`config.mk`:
```
export PLATFORM = sky130hd
export DESIGN_NAME = shift_sequencer
export DESIGN_NICKNAME = d
export VERILOG_FILES = /design/src/rtl/shift_sequencer.sv
export SDC_FILE = /design/constraint.sdc
export NUM_CORES = 1
export LEC_CHECK = 0
export BUFFER_PORTS_ARGS = -buffer_cell sky130_fd_sc_hd__buf_2
export CAP_MARGIN = 0
export CORE_MARGIN = 2
export CORE_UTILIZATION = 45
export CTS_BUF_LIST = sky130_fd_sc_hd__clkbuf_16
export DETAILED_ROUTE_END_ITERATION = 10
export MAX_ROUTING_LAYER = met4
export PLACE_DENSITY = 0.72
export REMOVE_ABC_BUFFERS = 1
export SETUP_SLACK_MARGIN = 0.02
export SYNTH_ARGS = -nofsm -noshare
export SYNTH_HDL_FRONTEND = slang
export SYNTH_SLANG_ARGS = --single-unit
export TNS_END_PERCENT = 30
```
`constraint.sdc`:
```
create_clock -name clk -period 3.2 [get_ports clk]
set_input_delay 0.32 -clock clk [delete_from_list [all_inputs] [get_ports clk]]
set_output_delay 0.32 -clock clk [all_outputs]
set_load 0.01 [all_outputs]
```
`src/rtl/shift_sequencer.sv`:
```
// Multi-cycle shift controller: performs SLL/SRL/SRA one bit per clock,
// trading latency for area versus a barrel shifter.
module shift_sequencer #(
  parameter int N   = 32,
  parameter int SHW = 5
) (
  input  logic           clk,
  input  logic           rst_n,
  input  logic           start,
  input  logic [1:0]     op,
  input  logic [SHW-1:0] shamt,
  input  logic [N-1:0]   a,
  input  logic           flush,
  output logic           ready,
  output logic           busy,
  output logic           done,
  output logic [N-1:0]   result
);

  localparam logic [1:0] S_IDLE  = 2'd0;
  localparam logic [1:0] S_SHIFT = 2'd1;
  localparam logic [1:0] S_DONE  = 2'd2;

  localparam logic [1:0] OP_SRL = 2'b01;
  localparam logic [1:0] OP_SRA = 2'b10;

  logic [1:0]     r_state;
  logic [N-1:0]   r_shreg;
  logic [SHW-1:0] r_cnt;
  logic [1:0]     r_op;
  logic [N-1:0]   w_shifted;

  // Single-bit step; the reserved encoding falls through to SLL.
  function automatic logic [N-1:0] shift1(input logic [N-1:0] v, input logic [1:0] sel);
    logic signed [N-1:0] sv;
    sv = v;
    case (sel)
      OP_SRL:  shift1 = {1'b0, v[N-1:1]};
      OP_SRA:  shift1 = sv >>> 1;
      default: shift1 = {v[N-2:0], 1'b0};
    endcase
  endfunction

  assign w_shifted = shift1(r_shreg, r_op);

  always_ff @(posedge clk or negedge rst_n) begin
    if (!rst_n) begin
      r_state <= S_IDLE;
      r_shreg <= '0;
      r_cnt   <= '0;
      r_op    <= 2'b00;
    end else if (flush) begin
      // Abort keeps the partially shifted value visible on result.
      r_state <= S_IDLE;
    end else begin
      case (r_state)
        S_IDLE: begin
          if (start) begin
            r_shreg <= a;
            r_cnt   <= shamt;
            r_op    <= op;
            r_state <= (shamt != '0) ? S_SHIFT : S_DONE;
          end
        end
        S_SHIFT: begin
          r_shreg <= w_shifted;
          r_cnt   <= r_cnt - SHW'(1);
          if (r_cnt == SHW'(1)) r_state <= S_DONE;
        end
        S_DONE:  r_state <= S_IDLE;
        default: r_state <= S_IDLE;
      endcase
    end
  end

  assign ready  = (r_state == S_IDLE);
  assign busy   = (r_state != S_IDLE);
  assign done   = (r_state == S_DONE);
  assign result = r_shreg;

endmodule

```
* Word-level counts from Yosys, hierarchy flattened *
Cells that the tools add are included.

word-level totals
  flip-flop bits (word level) = 41

cells by class
  add/sub/neg operators = 1
  equality and inequality tests = 9
  reduce and logical (&&, ||, !) cells = 8
  mux-type cells = 10
  bitwise logic cells = 1

operator list
  operator               number
  $pmux W32 S2           2
  $mux W32               1
  $pmux W5 S2            1
  $mux W2                4
  $ne A3 B3 Y1 const B   2
  $reduce_and A3 Y1      2
  $eq A5 B1 Y1 const B   1
  $mux W5                1
  $reduce_bool A5 Y1     1
  $sub A5 B1 Y5 const B  1
  $eq A2 B1 Y1 const B   2
  $eq A2 B2 Y1 const B   2
  $ne A2 B2 Y1 const B   2
  $pmux W2 S2            1
  $reduce_and A4 Y1      1
  $reduce_bool A2 Y1     2
  $logic_not A2 Y1       1
  $reduce_and A2 Y1      1
  $not A1 Y1             1

* Logic depth before layout (Yosys ltp) *
  depth in word-level cells = 5
  depth in mapped cells = 6
  depth with buffers taken out = 5

* Least setup slack after synthesis *
No wires, ideal clock.

  kind = reg2reg
  start point = register r_op[0]
  end point = register r_shreg[14], in the netlist result[14]
  clock period less this slack = 1.655 ns
  stages on the path, launching flop included = 7
  arrival = 1.564 ns
  library setup time = 0.092 ns
  buffers on the path = 1
  setup slack = 1.545 ns
  cell sequence = dfrtp_1 inv_1 ha_1 o21ba_2 clkbuf_1 a221oi_1 o31ai_2

on the way
  word-level cells in the longest chain between the ends = 3
  elaborated cells between the ends (all ways) = 4

ends and longest elaborated chain
  element                                       RTL line  source
  start: declaration                            30        logic [1:0] r_op;
  start signal: assignment                      61        r_op <= op;
  $eq A2 B2 Y1 or $eq A2 B1 Y1 (tied branches)  37        case (sel)
  $pmux W32 S2 (*)                              37
  $pmux W32 S2 (*)                              56        case (r_state)
  end signal: assignment                        66        r_shreg <= w_shifted;
  end: declaration                              28        logic [N-1:0] r_shreg;

Mark *: on every way between the ends. The rest lies on a longest branch, timed or not.
A chain may end at the register's enable or synchronous reset.

* Worst setup path in the final report *
  start point = register r_state[1]
  end point = register r_shreg[31], in the netlist result[31]

on the way
  word-level cells in the longest chain between the ends = 3
  elaborated cells between the ends (all ways) = 7

ends and longest elaborated chain
  element                                                              RTL line  source
  start: declaration                                                   27        logic [1:0] r_state;
  start signal: assignment                                             62        r_state <= (shamt != '0) ? S_SHIFT : S_DONE;
  $eq A2 B1 Y1 or $logic_not A2 Y1 (tied branches)                     56
  $ne A2 B2 Y1 (no source line) or $reduce_bool A2 Y1 (tied branches)  n/a
  $reduce_and A4 Y1 (no source line)                                   n/a

Several ways; a longest one is shown, not always the timed one.

==> reports/metrics.yaml <==
timing:
  fin_worst_skew_ns: 0.00339
  fin_crit_sh_pct: 69.1
  worst_pin_slew_ns: 0.930
  hold_viol: 0
  finalMaxSlewViolations: 0
  fmax_ghz: 0.452
  relSlewSlack_pct: 38.0
  setup_violations: 0
  rsz0062_at_grt: "false"
  finalHoldWorstSlack_ns: 0.172
  fin_crit_ns: 2.21
  finalSetupTns_ns: 0
synthesis:
  post-synth-top-area-cell: "dfrtp_1"
  synth_cell_type_count: 37
  ys_seq_area_share_pct: 41.7
  yosysWarnings: 0
  yosysTopAreaCellShare_pct: 41.7
  syn_area_per_cell_um2: 9.81
  syn_area_um2: 2460
  syn_inst: 251
  ys_seq_elements: 41
  synth_area_leaders: "dfrtp_1, o31ai_2, a221oi_1"
die:
  fp.dieH_um: 78.0
  die_w_um: 78.0
  io_pins: 78
  rows: 26
  start_util_pct: 47.3
  die-area_um2: 6080
  core-area_um2: 5200
worst_setup_path:
  worstSetupPathDepth: 3
  crit_family: "simple AND/OR/NAND/NOR gates"
  arrival_ns: 2.38
  cp_slowest_cell: "or2_2"
  r2r_slack_ns: 0.99
  r2r_cells: 3
  cp_cell_sequence: "or2_4 > or2_2 > o32a_1"
  slowest_delay_ns: 0.68
  critPathLaunchType: "flop"
  reg2reg_to: "result[31]"
  end_kind: "flop"
  r2r-start: "r_state[1]"
  critical_path_buf_inv_count: 0
  criticalPathCategory: "flop to flop"
  critical_path_required_ns: 3.36
  worstPathMaxFanout: 40
global_route:
  overflow: 0
  antenna_found_initial: 0
  grt_pass1_wl_mm: 10.4
  grt_use_total_pct: 21.7
  grt_max_degree: 42
  grt_pass1_vias: 2121
finish:
  mostFrequentLayoutCell: "buf_2"
  drive_gt1_share_pct: 38.8
  ff_latch_area_um2: 1030
  antenna_cells: 0
  fin_nets: 358
  stdcell_count: 382
  multi_input_area_um2: 1270
  final_cell_mix: "buf_2, dfrtp_1, o21ai_0"
  syn_to_final_growth_pct: 21.7
  fillers: 472
flow_run:
  drv_cap: 0
drt:
  ant_nets: 0
  wl_met3_um: 492
  viasPerCell: 6.03
  vias: 2303
  first_pass_iters: 7
  drc_errors: 0
  highest_layer: "met4"
  wl_met2_mm: 2.82
  drt_wl_total_mm: 6.16
  wl_per_cell_um: 16.1
  drt_iter0_markers: 184
  drt-met1-wl_mm: 2.77
clock_tree:
  cts_setup_buffers: 0
  cts_tree: "done"
  postCtsHoldBufs: 0
  cts_buffers: 5
  htreeDepth: 2
  cts.repair.resized: 0
  cts_buffer_depth: 2
  cts_sinks: 41
  clock_latency_ns: 0.28
  cts-root-buf: "clkbuf_16"
  clkTransAtPathRegs_ns: 0.06
pwr:
  irDropWorstVdd_mv: 0.404
  finalPower_mw: 2.05
  p_leak_nw: 1.33
  pwr_density_cell_nw_per_um2: 685
place:
  dpl.hpwl_mm: 4.12
  port-buffer-count: 77
  routabilityCongestion: 0.882
  dp.cells: 374
hold_path:
  holdCritPathClass: "primary input to asynchronous set/reset pin"
outcome:
  status: "complete, no violations"
-- power breakdown --
part	internal [mW]	total, mW	switching [mW]
logic	0.285	0.696	0.411
registers	0.646	0.785	0.139
clock network	0.369	0.573	0.204
total	1.30	2.05	0.754
-- cells by family after synthesis --
logic type,synth area share (%)
AOI/OAI and AO/OA,38.6
adders and majority gates,2.03
buffers and inverters,6.76
DFF,41.7
and+or+nand+nor,11.0
-- cell usage after synthesis --
cell / count
dfrtp_1: 41
nor2_1: 35
o21ai_0: 35
a221oi_1: 30
o31ai_2: 26
clkbuf_1: 21
inv_1: 6
buf_6: 5
o31ai_1: 5
a21oi_1: 4
ha_1: 4
a211oi_1: 3
nand2_1: 3
o21ai_1: 3
a2bb2oi_1: 2
nand3b_1: 2
nor2b_1: 2
nor3b_1: 2
o211ai_1: 2
o22ai_1: 2
or4_1: 2
a22oi_1: 1
and2_1: 1
and3b_1: 1
buf_1: 1
buf_2: 1
nand2b_1: 1
nor4b_1: 1
nor4bb_1: 1
o211a_1: 1
o21ba_2: 1
o32a_1: 1
o41ai_1: 1
or2_1: 1
or2_4: 1
or3_1: 1
or3b_2: 1
-- through the flow --
| step | area [µm²] | utilization, % | setup WS [ns] |
|---|---|---|---|
| floorplan | 2320 | - | 0.280 |
| global placement | 2830 | 54.3 | 1.03 |
| detailed placement | 2830 | 54.3 | 1.01 |
| CTS | 3000 | 57.6 | 1.00 |
| global route | 3000 | 57.6 | 0.867 |
| finish | 3000 | 57.6 | 0.988 |
-- registers in the layout (all words and copies together) (netlist names) --
register and flops:
r_cnt 5, r_op 2, r_state 2, result 32
-- how the worst max path moves through the flow --
stage / start / slack (ns) / end
detailed placement: r_state[1] / 1.01 / result[31]
finish: r_state[1] / 0.99 / result[31]
global route: r_op[0] / 0.87 / result[2]
global placement: r_state[1] / 1.03 / result[31]
CTS: r_state[1] / 1.0 / result[31]
floorplan: r_state[0] / 0.28 / r_cnt[0]
-- metal layers --
metal | vias to the layer above | track usage, %
met5 | - | -
met4 | 0 | 6.32
met3 | 8 | 4.07
met2 | 117 | 31.9
met1 | 1092 | 30.7
li1 | 1086 | -
-- worst register-to-register path: cells and delay by family, from the launching register on --
family	cells	cell delay (ns)
compound gates	1	0.49
flops	1	0.49
simple gates	2	1.12
-- cell type report --
cell class / count / share of cell area, %
clock buffers: 5 / 4.17
clock inverters: 3 / 1.54
inverters: 6 / 0.751
multi-input cells: 176 / 42.5
flip-flops and latches: 41 / 34.2
well taps: 70 / 2.92
repair buffers: 81 / 13.9
No activity file was read; power rests on OpenSTA's default activity.
